==> src/rtl/dmac_write_response_tracker.sv <==
// dmac_write_response_tracker
// Records every write burst issued on AW and consumes the B responses in order.
// Response errors accumulate per channel. When the B response for the final
// burst of a transfer arrives, the tracker emits one completion record.
// Optional feature macro: DMAC_WR_RESP_TIMEOUT_EN adds a B-wait watchdog and
// the sticky timeout_err output.

// Protocol and configuration checks for the tracker, kept apart from the datapath.
module dmac_write_response_tracker_checker #(
  parameter int OUTSTANDING_DEPTH = 8,
  parameter int TIMEOUT_CYCLES    = 1024
) (
  input logic clk,
  input logic rst,
  input logic aw_issue_valid,
  input logic aw_issue_ready
);

  // The initiator must never hand over a burst while the tracker is full.
  a_no_push_when_full: assert property (@(posedge clk) disable iff (rst)
    !(aw_issue_valid && !aw_issue_ready));

  // Depth must be a power of two and at least 2. The watchdog limit must be non-zero.
  a_config_sane: assert property (@(posedge clk) disable iff (rst)
    (OUTSTANDING_DEPTH >= 2) &&
    ((OUTSTANDING_DEPTH & (OUTSTANDING_DEPTH - 1)) == 0) &&
    (TIMEOUT_CYCLES >= 1));

endmodule

module dmac_write_response_tracker #(
  parameter int CHANNEL_COUNT     = 8,
  parameter int OUTSTANDING_DEPTH = 8,
  parameter int TIMEOUT_CYCLES    = 1024,
  localparam int CH_WD  = $clog2(CHANNEL_COUNT),
  localparam int CNT_WD = $clog2(OUTSTANDING_DEPTH + 1)
) (
  input  logic              clk,
  input  logic              rst,
  input  logic              aw_issue_valid,
  output logic              aw_issue_ready,
  input  logic [CH_WD-1:0]  aw_issue_channel,
  input  logic              aw_issue_last,
  input  logic              m_axi_bvalid,
  output logic              m_axi_bready,
  input  logic [1:0]        m_axi_bresp,
  output logic              done_valid,
  input  logic              done_ready,
  output logic [CH_WD-1:0]  done_channel,
  output logic              done_error,
  output logic [CNT_WD-1:0] outstanding
`ifdef DMAC_WR_RESP_TIMEOUT_EN
  ,
  output logic              timeout_err
`endif
);

  localparam int PTR_WD = $clog2(OUTSTANDING_DEPTH);

  // SLVERR (2'b10) and DECERR (2'b11) are failures. OKAY and EXOKAY are not.
  function automatic logic is_err_resp(input logic [1:0] resp);
    is_err_resp = resp[1];
  endfunction

  // Burst FIFO storage: one {channel, last} entry per issued burst.
  logic [CH_WD-1:0]  fifo_ch_r   [OUTSTANDING_DEPTH];
  logic              fifo_last_r [OUTSTANDING_DEPTH];
  logic [PTR_WD-1:0] wr_ptr_r;
  logic [PTR_WD-1:0] rd_ptr_r;
  logic [CNT_WD-1:0] count_r;

  // Per-channel sticky error accumulators and the completion record register.
  logic [CHANNEL_COUNT-1:0] err_r;
  logic                     done_valid_r;
  logic [CH_WD-1:0]         done_channel_r;
  logic                     done_error_r;

  logic              empty_s;
  logic              full_s;
  logic              push_s;
  logic              pop_s;
  logic              stall_s;
  logic              bready_s;
  logic [CH_WD-1:0]  head_ch_s;
  logic              head_last_s;
  logic              resp_err_s;
  logic              timeout_hit_s;

`ifdef DMAC_WR_RESP_TIMEOUT_EN
  localparam int TO_WD = $clog2(TIMEOUT_CYCLES + 1);
  logic [TO_WD-1:0] to_cnt_r;
  logic             timeout_err_r;

  // The watchdog fires once the head burst has waited the full limit.
  always_comb begin
    timeout_hit_s = 1'b0;
    if (!empty_s && (to_cnt_r == TO_WD'(TIMEOUT_CYCLES))) begin
      timeout_hit_s = 1'b1;
    end else begin
      timeout_hit_s = 1'b0;
    end
  end

  // Count cycles spent waiting for B. Restart on every response and while idle, then hold at the limit.
  always_ff @(posedge clk or posedge rst) begin
    if (rst) begin
      to_cnt_r <= TO_WD'(0);
    end else if (empty_s || pop_s) begin
      to_cnt_r <= TO_WD'(0);
    end else if (!timeout_hit_s) begin
      to_cnt_r <= to_cnt_r + TO_WD'(1);
    end
  end

  // Sticky timeout flag, cleared only by reset.
  always_ff @(posedge clk or posedge rst) begin
    if (rst) begin
      timeout_err_r <= 1'b0;
    end else if (timeout_hit_s) begin
      timeout_err_r <= 1'b1;
    end
  end

  assign timeout_err = timeout_err_r;
`else
  assign timeout_hit_s = 1'b0;
`endif

  // Handshake decode. aw_issue_ready looks only at the registered count, never at a same-cycle pop.
  always_comb begin
    empty_s     = (count_r == CNT_WD'(0));
    full_s      = (count_r == CNT_WD'(OUTSTANDING_DEPTH));
    head_ch_s   = fifo_ch_r[rd_ptr_r];
    head_last_s = fifo_last_r[rd_ptr_r];
    // A final-burst response cannot be taken while the record register still holds an unaccepted record.
    stall_s     = head_last_s && done_valid_r && !done_ready;
    bready_s    = !empty_s && !stall_s;
    push_s      = aw_issue_valid && !full_s;
    pop_s       = m_axi_bvalid && bready_s;
    // A timed-out head counts as failed, even if its response arrives late.
    resp_err_s  = is_err_resp(m_axi_bresp) | timeout_hit_s;
  end

  // FIFO pointers, entry writes and the occupancy count. Push and pop in the same cycle leave the count unchanged.
  always_ff @(posedge clk or posedge rst) begin
    if (rst) begin
      wr_ptr_r <= PTR_WD'(0);
      rd_ptr_r <= PTR_WD'(0);
      count_r  <= CNT_WD'(0);
      for (int i = 0; i < OUTSTANDING_DEPTH; i++) begin
        fifo_ch_r[i]   <= CH_WD'(0);
        fifo_last_r[i] <= 1'b0;
      end
    end else begin
      if (push_s) begin
        fifo_ch_r[wr_ptr_r]   <= aw_issue_channel;
        fifo_last_r[wr_ptr_r] <= aw_issue_last;
        wr_ptr_r              <= wr_ptr_r + PTR_WD'(1);
      end
      if (pop_s) begin
        rd_ptr_r <= rd_ptr_r + PTR_WD'(1);
      end
      case ({push_s, pop_s})
        2'b10:   count_r <= count_r + CNT_WD'(1);
        2'b01:   count_r <= count_r - CNT_WD'(1);
        default: count_r <= count_r;
      endcase
    end
  end

  // Per-channel error accumulation. The final burst's response clears the channel for its next transfer.
  always_ff @(posedge clk or posedge rst) begin
    if (rst) begin
      err_r <= '0;
    end else if (pop_s) begin
      if (head_last_s) begin
        err_r[head_ch_s] <= 1'b0;
      end else if (resp_err_s) begin
        err_r[head_ch_s] <= 1'b1;
      end
    end else if (timeout_hit_s) begin
      err_r[head_ch_s] <= 1'b1;
    end
  end

  // Completion record register. The record holds until accepted, and a new record can load as the old one leaves.
  always_ff @(posedge clk or posedge rst) begin
    if (rst) begin
      done_valid_r   <= 1'b0;
      done_channel_r <= CH_WD'(0);
      done_error_r   <= 1'b0;
    end else if (pop_s && head_last_s) begin
      done_valid_r   <= 1'b1;
      done_channel_r <= head_ch_s;
      done_error_r   <= err_r[head_ch_s] | resp_err_s;
    end else if (done_ready) begin
      done_valid_r   <= 1'b0;
    end
  end

  assign aw_issue_ready = !full_s;
  assign m_axi_bready   = bready_s;
  assign done_valid     = done_valid_r;
  assign done_channel   = done_channel_r;
  assign done_error     = done_error_r;
  assign outstanding    = count_r;

  dmac_write_response_tracker_checker #(
    .OUTSTANDING_DEPTH (OUTSTANDING_DEPTH),
    .TIMEOUT_CYCLES    (TIMEOUT_CYCLES)
  ) u_checker (
    .clk            (clk),
    .rst            (rst),
    .aw_issue_valid (aw_issue_valid),
    .aw_issue_ready (aw_issue_ready)
  );

endmodule

==> config.mk <==
export PLATFORM = sky130hd
export DESIGN_NAME = dmac_write_response_tracker
export DESIGN_NICKNAME = d
export VERILOG_FILES = /design/src/rtl/dmac_write_response_tracker.sv
export SDC_FILE = /design/constraint.sdc
export NUM_CORES = 1
export LEC_CHECK = 0
export CAP_MARGIN = 20
export CORE_MARGIN = 8
export CORE_UTILIZATION = 30
export DETAILED_ROUTE_END_ITERATION = 16
export GPL_TIMING_DRIVEN = 1
export PLACE_DENSITY = 0.5
export SYNTH_ARGS = -nofsm -noshare
export SYNTH_HDL_FRONTEND = slang
export SYNTH_SLANG_ARGS = --single-unit
==> constraint.sdc <==
create_clock -name clk -period 3.2 [get_ports clk]
set_input_delay 0.32 -clock clk [delete_from_list [all_inputs] [get_ports clk]]
set_output_delay 0.32 -clock clk [all_outputs]
set_load 0.01 [all_outputs]
# Word-level counts from Yosys, hierarchy flattened
# Index checks and enable logic that the tools add are counted.
[word_totals]
elab_cells = 79
inputBits = 11
register_bits = 55
[op_classes]
reduce_logical = 17
n_bitwise = 6
muxes = 21
n_eq_ne = 3
add_sub_neg = 4
n_lt_le_gt_ge = 5
[ops]
columns = ["cell", "count"]
rows = [
  ["24-bit bitwise mux", 1],
  ["8-bit two-way mux", 2],
  ["3-bit binary-select mux with 3-bit select", 1],
  ["3-bit demux with 3-bit select", 1],
  ["3-bit two-way mux", 3],
  ["8-bit bitwise AND", 1],
  ["8-bit bitwise mux", 1],
  ["4-bit >= comparator, second input constant", 2],
  ["1-bit logical AND", 8],
  ["3-bit inverter with 4-bit output", 2],
  ["8-bit inverter", 1],
  ["8-bit OR", 1],
  ["4-bit case mux with 2 select lines", 1],
  ["1-bit two-way mux", 7],
  ["3-bit by 1-bit adder with 3-bit output, second input constant", 2],
  ["1-bit binary-select mux with 3-bit select", 2],
  ["1-bit demux with 3-bit select", 2],
  ["2-bit nonzero test", 3],
  ["4-bit by 1-bit adder with 4-bit output, second input constant", 1],
  ["4-bit == test, second input constant", 1],
  ["1-bit logical NOT", 4],
  ["4-bit logical NOT", 1],
  ["3-bit by 4-bit < comparator with 1-bit output, second input constant", 1],
  ["4-bit by 1-bit < comparator with 1-bit output, second input constant", 1],
  ["other kinds (6)", 6],
]

# Longest topological paths before layout
# Gate-level depths: netlist (run 1).
[depth]
depth_word = 11
mapped_depth = 13
depth_no_buf = 11

# Worst setup path after synthesis (run 1)
# OpenSTA, ideal clock, no wires.
[synth_timing]
path_type = "register -> register"
startpoint = "register rd_ptr_r[1]"
endpoint = "register count_r[2], in the netlist outstanding[2]"
slack_ns = 0.725
setup_time_ns = 0.130
stages_incl_launch_ff = 12
arrival_time_ns = 2.344
cell_sequence = "dfrtp_1 buf_6 mux2_2 a2bb2oi_1 a41oi_2 ha_1 xor2_1 ha_1 a21oi_1 xor2_1 nor2_1 xor2_1"
[synth_between]
elab_chain_len = 11
[synth_rtl]
columns = ["element", "line", "source"]
rows = [
  ["start: declaration", "69", "logic [PTR_WD-1:0] rd_ptr_r;"],
  ["start signal: assignment", "161", "rd_ptr_r <= rd_ptr_r + PTR_WD'(1);"],
  ["3-bit inverter with 4-bit output (implied by the code) *", "134", "head_last_s = fifo_last_r[rd_ptr_r];"],
  ["1-bit binary-select mux with 3-bit select *", "134", ""],
  ["1-bit two-way mux (implied by the code) * (2 in a row)", "134", ""],
  ["1-bit logical AND * (2 in a row)", "136", "stall_s = head_last_s && done_valid_r && !done_ready;"],
  ["1-bit logical NOT *", "137", "bready_s = !empty_s && !stall_s;"],
  ["1-bit logical AND *", "137", ""],
  ["1-bit logical AND *", "139", "pop_s = m_axi_bvalid && bready_s;"],
  ["via pop_s", "81", "logic pop_s;"],
  ["2-bit by 1-bit == test with 1-bit output or 2-bit == test (tied branches)", "163", "case ({push_s, pop_s})"],
  ["4-bit case mux with 2 select lines or 2-bit nonzero test (tied branches)", "--", ""],
  ["end signal: assignment", "164", "2'b10: count_r <= count_r + CNT_WD'(1);"],
  ["end signal: assignment", "165", "2'b01: count_r <= count_r - CNT_WD'(1);"],
  ["end signal: assignment", "166", "default: count_r <= count_r;"],
  ["end: declaration", "70", "logic [CNT_WD-1:0] count_r;"],
]
# Mark *: on every way through the listed nets, which the timed path passes. The rest lies on a longest branch. The select of a mux whose other input is x is not followed.
# A chain may end at the register's enable or synchronous reset.

# Worst setup path after layout (run 1)
[layout_timing]
startpoint = "register rd_ptr_r[0]"
endpoint = "register done_error_r, in the netlist done_error"
[layout_between]
elab_chain_len = 10
[layout_rtl]
columns = ["element", "line", "source"]
rows = [
  ["3-bit inverter with 4-bit output (implied by the code) *", "133, 134", ""],
  ["parallel branches: the longest is 9 deep, another holds 3-bit binary-select mux with 3-bit select", "--", ""],
  ["end signal: assignment", "195", "done_error_r <= err_r[head_ch_s] | resp_err_s;"],
  ["end: declaration", "76", "logic done_error_r;"],
]
# Mark *: on every way between the ends. The select of a mux whose other input is x is not followed.

==> key figures, run 1 <==
Status
  – Status: finished, final reports clean

Synthesis
  – Asr flop ratio synth: 100%
  – Synth warn: 0
  – Post-Synthesis Cells: 208
  – Unique masters post-synth: 39
  – Mapped Area: 0.00267 sq mm
  – Post-synth top flop: dfrtp_1
  – Post-synth EDFFs: 0
  – Syn nets: 224
  – Yosys reg bits: 55
  – Syn Area/Cell: 12.8 sq um
  – Post-synthesis sequential area ratio: 51.5%

Drt
  – Via Count: 1646
  – Initial DRC Count: 22
  – ANT nets after route: 0
  – DRT Wirelength: 5420 um
  – Drt pass-1 iters: 4
  – Vias per cell: 4.84
  – Drt wl/cell: 15.9 um
  – Post-route DRC: 0

Flow run
  – Max-Cap Viols: 0

Timing
  – Achievable Freq: 0.381 GHz
  – Relative slew margins: 56.2%
  – Final Slew Violations: 0
  – Setup TNS Final: 0 ns
  – Minimum clock period: 2.62 ns
  – Worst Tran Pin Value: 0.638 ns
  – Final setup viols: 0
  – Final Hold Fails: 0
  – RSZ-0062 raised after global routing: false
  – Setup Skew: 0.00498 ns
  – Final Cycle Share: 82.0%
  – Final WS setup: 0.577 ns

GRT
  – Grt total ovfl: 0
  – Met1 usage: 13.3%
  – Gr busiest metal: met2
  – First-pass GRT wire length: 9180 um
  – Initial antenna violation count: 0
  – Vias in the first global route: 1708
  – Met3 global-route usage: 3.14%
  – Largest net degree at the start of global routing: 31
  – Total track usage: 9.84%
  – Met2 Use GR: 14.9%

Finish
  – Most frequent cells in the layout: dfrtp_1, mux2_2, clkdlybuf4s50_1
  – Fill cell count: 873
  – Fraction of layout cells with a size suffix above 1: 28.4%
  – Most common cell after layout, fill and taps aside: dfrtp_1
  – Synth-to-Final Area Change: 16.4%
  – Diode count: 0
  – Nets@finish: 247
  – Post-Layout Cell Count: 340

Placed design
  – Post-Place Worst Slack: 0.613 ns
  – Port bufs: 20
  – Placed cells: 332
  – Routability cong.: 0.740
  – DP HPWL: 3920 um

Die
  – CORE AREA: 0.00868 sq mm
  – Die width: 110 um
  – Die Area: 0.0122 sq mm
  – Die H: 110 um
  – Initial Utilization: 30.8%
  – I/O Pins: 22
  – Std-Cell Rows: 34

Critical path
  – Critical Path Source Type: flop
  – CP Class: flop to flop
  – Critical path capture point type: flop
  – Setup slack, reg-to-reg: 0.58 ns
  – Worst Path Arrival: 2.82 ns
  – Crit Path Max Fanout: 10
  – Worst Path Required: 3.40 ns

Clock tree
  – # H-tree levels: 2
  – Post-CTS Setup Bufs: 0
  – Clock root buffer: clkbuf_8
  – Clk slew on worst S/H paths: 0.10 ns
  – Clock tree buffer depth: 2
  – CTS Hold Bufs: 0
  – # resized after CTS: 0
  – CTS tree: done
  – Clock sinks: 55
  – TritonCTS buffer count: 5
  – Clk_lat worst skew: 0.31 ns

Power
  – Leakage: 1.32 nW
  – Maximum VDD drop: 317 uV
  – Pwr dens: 1090 mW/mm^2

Hold path
  – HP Class: input pin to asynchronous set/reset pin
synthesized netlist by cell type, types with 2 or more instances:
library cell / count / share of area [%]
mux4_2: 6 / 5.1
and3_1: 5 / 1.2
o21ai_0: 3 / 0.56
nor2_1: 9 / 1.3
inv_1: 2 / 0.28
inv_2: 2 / 0.28
mux2_2: 39 / 16
nand4b_1: 2 / 0.66
nand3_1: 2 / 0.37
clkbuf_1: 4 / 0.56
nand2_1: 13 / 1.8
xnor2_1: 4 / 1.3
nor2b_1: 3 / 0.70
nand3b_1: 2 / 0.56
mux2i_1: 5 / 1.9
dfrtp_1: 55 / 51
buf_2: 2 / 0.37
ha_1: 5 / 2.3
a21oi_1: 19 / 3.6
xor2_1: 5 / 1.6
and2_1: 2 / 0.47
nor4b_2: 2 / 1.1
layout make-up:
type / count / area, sq um / area share [%]
inverters: 4 / 15.0 / 0.483
clock inverters: 2 / 35.0 / 1.13
clock buffers: 6 / 82.6 / 2.65
well taps: 108 / 135 / 4.34
flip-flops and latches: 55 / 1380 / 44.2
multi-input cells: 141 / 1240 / 39.8
repair buffers: 24 / 230 / 7.40
metrics by stage:
step                      cell area, sq um  total power, W  hold slack [ns]  util, %
final                                 3110         0.00339            0.404     35.9
after global routing                  3110         0.00369            0.447     35.9
after CTS                             3110         0.00345            0.424     35.9
after detailed placement              2990         0.00295            0.486     34.5
after global placement                2990         0.00292            0.462     34.5
after floorplan                       2670         0.00251            0.455        -
cell families after synthesis:
family / Yosys count / share of synthesized area, %
flops: 55 / 51.5
mux: 52 / 24.3
simple gates: 45 / 9.60
compound gates: 30 / 7.07
buf+inv: 12 / 2.20
xor+xnor: 9 / 2.95
fa+ha+maj: 5 / 2.34
path summary, 6_finish.rpt:
path,cells after the start,startpoint,to
setup / recovery,5,rd_ptr_r[0]$_DFFE_PP0P_,done_error$_DFFE_PP0P_
hold / removal,2,rst,outstanding[3]$_DFFE_PP0P_
setup reg to reg,5,rd_ptr_r[0]$_DFFE_PP0P_,done_error$_DFFE_PP0P_
hold reg to reg,1,done_channel[2]$_DFFE_PP0P_,done_channel[2]$_DFFE_PP0P_
max in group asynchronous,3,rst,fifo_ch_r[7]$_DFFE_PP0P_
min in group clk,1,done_channel[2]$_DFFE_PP0P_,done_channel[2]$_DFFE_PP0P_
where the power goes:
group          total, W  internal [W]  switching, W
clock          0.000486      0.000254      0.000233
combinational   0.00156      0.000855      0.000709
sequential      0.00134       0.00105      0.000293
total           0.00339       0.00216       0.00124
worst max-delay path: stages (launching register included):
cell      delay (ns)
dfrtp_1         0.64
mux4_2          0.56
mux2i_1         0.53
mux2_2          0.42
a221oi_2        0.27
a21oi_1         0.09
per-layer routing:
layer	up-vias	wire (um)
met5	-	0
met4	0	24
met3	2	247
met2	18	2490
met1	828	2660
li1	798	-
(Power assumes the default switching activity.)
==> inputs of run 2 (changes only) <==
clock period = 2.55 ns   (was 3.2 ns; I/O delays follow)
==> run 2 against run 1 <==
Sequential power is 21% higher. Non-clock buffer count is 11 higher. Worst hold slack worse by 0.085 ns. Final cell count is 3.2% higher. Critical endpoint is now m_axi_bready. Critical path type is now flop to output port. Largest power group unchanged. Wire length is 2.5% higher. Global-route usage is 0.28 points higher. First-iteration DRC count grew to 2.5 times the previous value.
==> key figures, run 2 (synthesis results as in run 1) <==
Critical path
  – Delay-heaviest family, CP: buffers and inverters (was multiplexers)
  – Worst Path Required: 2.30 ns (was 3.40 ns)
  – Worst Path Arrival: 2.14 ns (was 2.82 ns)
  – FF-to-FF End: outstanding[2]$_DFFE_PP0P_ (was done_error$_DFFE_PP0P_)
  – Cells along the critical path: mux2_2 -> a2bb2oi_2 -> buf_4 -> nand2_1 -> o21a_1 -> clkdlybuf4s50_1 (was mux4_2 -> mux2i_1 -> mux2_2 -> a221oi_2 -> a21oi_1)
  – Startpoint of the worst setup timing path: rd_ptr_r[1]$_DFFE_PP0P_ (was rd_ptr_r[0]$_DFFE_PP0P_)
  – Crit Path Max Fanout: 7 (was 10)
  – CP Class: flop to output port (was flop to flop)
  – Setup slack, reg-to-reg: 0.21 ns (was 0.58 ns)
  – CP peak stage delay: 0.53 ns (was 0.64 ns)
  – Reg-to-reg startpoint: rd_ptr_r[1]$_DFFE_PP0P_ (was rd_ptr_r[0]$_DFFE_PP0P_)
  – Worst reg2reg path depth: 10 (was 5)
  – WP buf/inv: 2 (was 0)
  – Critical Path Source Type: flop (unchanged)
  – Slowest-stage cell, CP: clkdlybuf4s50_1 (was dfrtp_1)
  – Critical path capture point type: output port (was flop)

Timing
  – RSZ-0062 raised after global routing: false (unchanged)
  – Setup TNS Final: 0 ns (unchanged)
  – Final WS setup: 0.155 ns (was 0.577 ns)
  – Final Slew Violations: 0 (unchanged)
  – Relative slew margins: 62.4% (was 56.2%)
  – Final setup viols: 0 (unchanged)
  – Worst Tran Pin Value: 0.563 ns (was 0.638 ns)
  – Final Cycle Share: 93.9%
  – Final Hold Fails: 0 (unchanged)
  – Setup Skew: 0.00407 ns (was 0.00498 ns)
  – Minimum clock period: 2.39 ns
  – Achievable Freq: 0.418 GHz

Drt
  – Via Count: 1687 (was 1646)
  – Vias per cell: 4.81 (was 4.84)
  – Post-route DRC: 0 (unchanged)
  – Drt wl/cell: 15.8 um (was 15.9 um)
  – Initial DRC Count: 55 (was 22)
  – ANT nets after route: 0 (unchanged)
  – Drt pass-1 iters: 4 (unchanged)
  – DRT Wirelength: 5560 um (was 5420 um)

Placed design
  – DP Area: 0.00309 sq mm (was 0.00299 sq mm)
  – Routability cong.: 0.756 (was 0.740)
  – DP HPWL: 3940 um (was 3920 um)
  – Post-Place Worst Slack: 0.0958 ns (was 0.613 ns)
  – Port bufs: 20 (unchanged)
  – Placed cells: 343 (was 332)

Die
  – I/O Pins: 22 (unchanged)
  – Initial Utilization: 30.8% (unchanged)
  – Std-Cell Rows: 34 (unchanged)
  – Die Area: 0.0122 sq mm (unchanged)
  – CORE AREA: 0.00868 sq mm (unchanged)
  – Die H: 110 um (unchanged)
  – Die width: 110 um (unchanged)

Finish
  – Fraction of layout cells with a size suffix above 1: 32.1% (was 28.4%)
  – Finished Core Util: 36.6% (was 35.9%)
  – Most frequent cells in the layout: dfrtp_1, mux2_2, clkdlybuf4s50_1 (unchanged)
  – Design area: 0.00318 sq mm (was 0.00311 sq mm)
  – Post-Layout Cell Count: 351 (was 340)
  – Most common cell after layout, fill and taps aside: dfrtp_1 (unchanged)
  – Synth-to-Final Area Change: 19.0% (was 16.4%)
  – Nets@finish: 258 (was 247)
  – Diode count: 0 (unchanged)

Clock tree
  – Post-CTS Setup Bufs: 0 (unchanged)
  – Clock tree buffer depth: 2 (unchanged)
  – Clk slew on worst S/H paths: 0.10 ns (about the same)
  – Clock root buffer: clkbuf_8 (unchanged)
  – # H-tree levels: 2 (unchanged)
  – Clock sinks: 55 (unchanged)
  – CTS tree: done (unchanged)
  – # resized after CTS: 0 (unchanged)
  – CTS Hold Bufs: 0 (unchanged)
  – Clk_lat worst skew: 0.30 ns (was 0.31 ns)
  – TritonCTS buffer count: 5 (unchanged)

GRT
  – Grt total ovfl: 0 (unchanged)
  – Initial antenna violation count: 0 (unchanged)
  – Vias in the first global route: 1769 (was 1708)
  – Total track usage: 10.1% (was 9.84%)
  – Largest net degree at the start of global routing: 33 (was 31)
  – First-pass GRT wire length: 9580 um (was 9180 um)

Status
  – Status: finished, final reports clean (unchanged)

Power
  – Maximum VDD drop: 404 uV (was 317 uV)
  – Pwr dens: 1350 mW/mm^2 (was 1090 mW/mm^2)
  – Leakage: 1.36 nW (was 1.32 nW)

Hold path
  – HP Class: input pin to asynchronous set/reset pin (unchanged)

Flow run
  – Max-Cap Viols: 0 (unchanged)
## run 2: report_power, final
part,switching [W],total (W),internal [W]
clock,0.000282,0.000476,0.000194
combinational,0.000987,0.00220,0.00121
sequential,0.000302,0.00162,0.00132
total,0.00157,0.00429,0.00272
## run 2: area by class of cell
| class | count | area [sq um] |
|---|---|---|
| well taps | 108 | 135 |
| fillers | 888 | 5500 |
| flip-flops and latches | 55 | 1380 |
| repair buffers | 35 | 325 |
| clock inverters | 1 | 5.00 |
| inverters | 4 | 15.0 |
| clock buffers | 7 | 76.3 |
| multi-input cells | 141 | 1250 |
## run 2: stage by stage
step                total power [W]  hold slack, ns
floorplan                   0.00315           0.390
global placement            0.00381           0.463
detailed placement          0.00385           0.482
CTS                         0.00433           0.337
global route                0.00468           0.371
finish                      0.00429           0.319
## run 2: worst max path at each step
stage                                       endpoint  slack, ns  cells past startpoint
final                                   m_axi_bready       0.16                      6
after global routing      outstanding[2]$_DFFE_PP0P_       0.02                     10
after CTS                               m_axi_bready       0.06                      6
after detailed placement  outstanding[2]$_DFFE_PP0P_        0.1                     10
after global placement    outstanding[2]$_DFFE_PP0P_       0.12                     10
after floorplan           outstanding[2]$_DFFE_PP0P_       0.08                     11
## run 2: layer usage
layer | GRT usage [%] | share of wire (%) | vias up
li1 | - | - | 820
met1 | 14.1 | 51 | 838
met2 | 15.3 | 45 | 23
met3 | 2.44 | 3.7 | 6
met4 | 2.57 | 0.86 | 0
met5 | 0 | 0 | -
==> RTL edit 1 (settings of run 1) <==
`OUTSTANDING_DEPTH` is set to 8 in 2 places; all go to 16.
--- a/src/rtl/dmac_write_response_tracker.sv
+++ b/src/rtl/dmac_write_response_tracker.sv
@@ -8,5 +8,5 @@
 // Protocol and configuration checks for the tracker, kept apart from the datapath.
 module dmac_write_response_tracker_checker #(
-  parameter int OUTSTANDING_DEPTH = 8,
+  parameter int OUTSTANDING_DEPTH = 16,
   parameter int TIMEOUT_CYCLES    = 1024
 ) (
@@ -31,5 +31,5 @@
 module dmac_write_response_tracker #(
   parameter int CHANNEL_COUNT     = 8,
-  parameter int OUTSTANDING_DEPTH = 8,
+  parameter int OUTSTANDING_DEPTH = 16,
   parameter int TIMEOUT_CYCLES    = 1024,
   localparam int CH_WD  = $clog2(CHANNEL_COUNT),
Ports: changed (resized outstanding); port bits go from 22 to 23. The function was not compared with the original's and may differ.
==> RTL edit 1 against run 1 <==
Global-route usage increased by 1.1 points. Sequential cell count increased by 35. Combinational power increased by 53%. Total power increased by 64%. Final cell count increased by 56%. Synthesized cell count increased by 50%. Clock power increased by 130%. Design area increased by 64%. Synthesized area increased by 61%. Wire length increased by 73%. Critical path type unchanged. Worst setup slack got worse by 0.40 ns.
==> RTL edit 1: results (changes against run 1) <==
Run status
  • Status: completed (unchanged)

Placed design
  • Port Buf Inserts: 21 (was 20)
  • HPWL after DPL: 6640 um (was 3920 um)
  • DP Area: 4800 um^2 (was 2990 um^2)

Detailed routing
  • Metal2 WL: 4310 um (was 2490 um)

Final layout
  • Filler Cell Count: 1312 (was 873)

Global routing
  • Met2 usage in global routing: 0.171 (was 0.149)
  • GRT Total Usage: 0.110 (was 0.0984)
  • GR Util met3: 0.0328 (was 0.0314)
  • Vias in the first global route: 2772 (was 1708)

Pwr
  • Leakage power: 2.20 nW (was 1.32 nW)
  • Switching part of the total: 0.343 (was 0.364)
  • Combinational share of power: 0.428 (was 0.461)

Setup path
  • Setup slack, reg-to-reg: 0.17 ns (was 0.58 ns)
  • R2r endpoint: outstanding[4]$_DFFE_PP0P_ (was done_error$_DFFE_PP0P_)
  • R2r worst-path depth: 10 (was 5)
  • Critical path fanouts, max: 7 (was 10)

STA
  • Worst rel slew slack: 0.441 (was 0.562)
  • Max Clock Skew: 0.00735 ns (was 0.00498 ns)

Synthesis
  • Post-synth cell types: 36 (was 39)
  • Area contributors post-synth: dfrtp_1, mux2_2, mux4_2 (unchanged)
  • Post-synthesis sequential area ratio: 0.523 (was 0.515)
  • Synth Area in Adders: 0.0308 (was 0.0234)

Clock tree
  • CTS buffer count: 9 (was 5)
  • Root buf cell: clkbuf_16 (was clkbuf_8)
## RTL edit 1: metrics by stage
stage	std cells	worst slack, ns	hold slack, ns	power (mW)	utilization
3_5_place_dp	513	0.0676	0.486	4.49	0.344
6_report	529	0.172	0.341	5.56	0.366
5_1_grt	529	0.00472	0.408	5.96	0.366
4_1_cts	529	0.0469	0.359	5.62	0.367
3_3_place_gp	513	0.0992	0.481	4.43	0.344
2_1_floorplan	313	0.0557	0.470	3.74	-
## RTL edit 1: layout make-up
| cell class | instances | area (um^2) | area share |
|---|---|---|---|
| clock inverters | 5 | 60.1 | 0.0118 |
| clock buffers | 11 | 253 | 0.0495 |
| inverters | 6 | 23.8 | 0.00466 |
| flip-flops and latches | 90 | 2250 | 0.442 |
| well taps | 180 | 225 | 0.0441 |
| multi-input cells | 201 | 1950 | 0.382 |
| repair buffers | 36 | 338 | 0.0662 |
## RTL edit 1: timing repair
action | 4_1_cts | 5_1_grt
hold endpoints to repair | 0 | 0
gates resized for setup | 1 | 5
setup endpoints to repair | 1 | 3
==> RTL edit 2 (config.mk and constraints of run 1) <==
Made on the original files. Register the output `done_error` once more, with the module's reset; this adds one clock of latency there. The other outputs are not delayed to match.
--- a/src/rtl/dmac_write_response_tracker.sv
+++ b/src/rtl/dmac_write_response_tracker.sv
@@ -203,5 +203,11 @@
   assign done_valid     = done_valid_r;
   assign done_channel   = done_channel_r;
-  assign done_error     = done_error_r;
+  always_ff @(posedge clk or posedge rst) begin
+    if (rst) begin
+      done_error <= '0;
+    end else begin
+      done_error <= done_error_r;
+    end
+  end
   assign outstanding    = count_r;
 
Check against the original RTL: not equivalent (a bounded check fails within 4 cycles, from zero or initial values and one cycle with rst high).
==> RTL edit 2 against run 1 <==
Die area is 0.88% higher. Sequential cell count grew 1. Synthesized area increased by 1.0%. Wire length shrank 1.6%. Worst setup slack lost 0.31 ns. Total power is 0.95% higher. Design area rose by 1.5%. Critical path type is now reg -> out. Critical endpoint is now m_axi_bready.
==> RTL edit 2: results (changes against run 1) <==
Run status
  • Status: completed (unchanged)

Synthesis
  • Mean Syn Cell Area: 13.1 um^2 (was 12.8 um^2)
  • Synth Area in Adders: 0.0232 (was 0.0234)
  • Fraction of synthesized area in multiplexers: 0.242 (was 0.243)
  • Area contributors post-synth: dfrtp_1, mux2_2, mux4_2 (unchanged)
  • Synth Area in Compound Gates: 0.0630 (was 0.0707)
  • Post-synthesis sequential area ratio: 0.519 (was 0.515)
  • Xor and xnor area share after synthesis: 0.0292 (was 0.0295)
  • Commonest cells post-synth: dfrtp_1, mux2_2, a21oi_1 (unchanged)
  • Post-synth cell types: 38 (was 39)
  • Synth Net Count: 222 (was 224)

Global routing
  • First-pass GRT wire length: 8990 um (was 9180 um)
  • Largest net degree at the start of global routing: 30 (was 31)
  • Vias in the first global route: 1635 (was 1708)

Setup path
  • R2r worst-path depth: 10 (was 5)
  • Worst setup SP type: register (unchanged)
  • CP max stage delay: 0.58 ns (was 0.64 ns)
  • Slowest CP cell: mux4_1 (was dfrtp_1)
  • Crit path DAT: 2.62 ns (was 2.82 ns)
  • R2r endpoint: outstanding[2]$_DFFE_PP0P_ (was done_error$_DFFE_PP0P_)
  • Critical Path End: m_axi_bready (was done_error$_DFFE_PP0P_)
  • Critical path fanouts, max: 4 (was 10)
  • Setup slack, reg-to-reg: 0.32 ns (was 0.58 ns)

Placed design
  • Post-place setup slack: 0.387 ns (was 0.613 ns)
  • DP Area: 3040 um^2 (was 2990 um^2)
  • RePlAce Congestion: 0.745 (was 0.740)

STA
  • Max Clock Skew: 0.00868 ns (was 0.00498 ns)
  • Hold WS: 0.388 ns (was 0.404 ns)
  • Worst-Margin Slew: 0.680 ns (was 0.638 ns)
  • Final worst slack: 0.263 ns (was 0.577 ns)

Detailed routing
  • Vias per cell: 4.89 (was 4.84)
  • Drt first-iter violations: 59 (was 22)
  • Final wirelength: 5330 um (was 5420 um)

Pwr
  • Leakage power: 1.34 nW (was 1.32 nW)
  • Max VDD drop: 0.000332 V (was 0.000317 V)

Worst hold path
  • Type of the tightest min-delay check: reg -> reg (was in -> async)

Clock tree
  • Worst skew pair latency: 0.31 ns (about the same)

Floorplanning
  • Initial core utilization: 0.310 (was 0.308)
RTL edit 2: power by group:
group          internal, mW  switching (mW)
sequential             1.06           0.273
combinational         0.872           0.724
clock                 0.256           0.239
RTL edit 2: metrics by stage:
step           power [mW]   util
2_1_floorplan        2.52      -
3_3_place_gp         2.95  0.348
3_5_place_dp         2.96  0.348
4_1_cts              3.47  0.362
5_1_grt              3.68  0.362
6_report             3.43  0.362
RTL edit 2: final cells by class:
class,instances,area [um^2]
clock buffers,6,82.6
inverters,3,11.3
flip-flops and latches,56,1400
multi-input cells,138,1240
well taps,108,135
repair buffers,27,253
fillers,828,5560
clock inverters,2,38.8
RTL edit 2: per-layer routing:
layer  global-route usage  routed length, um  up-vias  part of all wire
li1                     -                  -      793                 -
met1                0.125               2750      836              0.52
met2                0.130               2300       25              0.43
met3               0.0244                187       10             0.035
met4               0.0315                 91        0             0.017
met5                    0                  0        -                 0
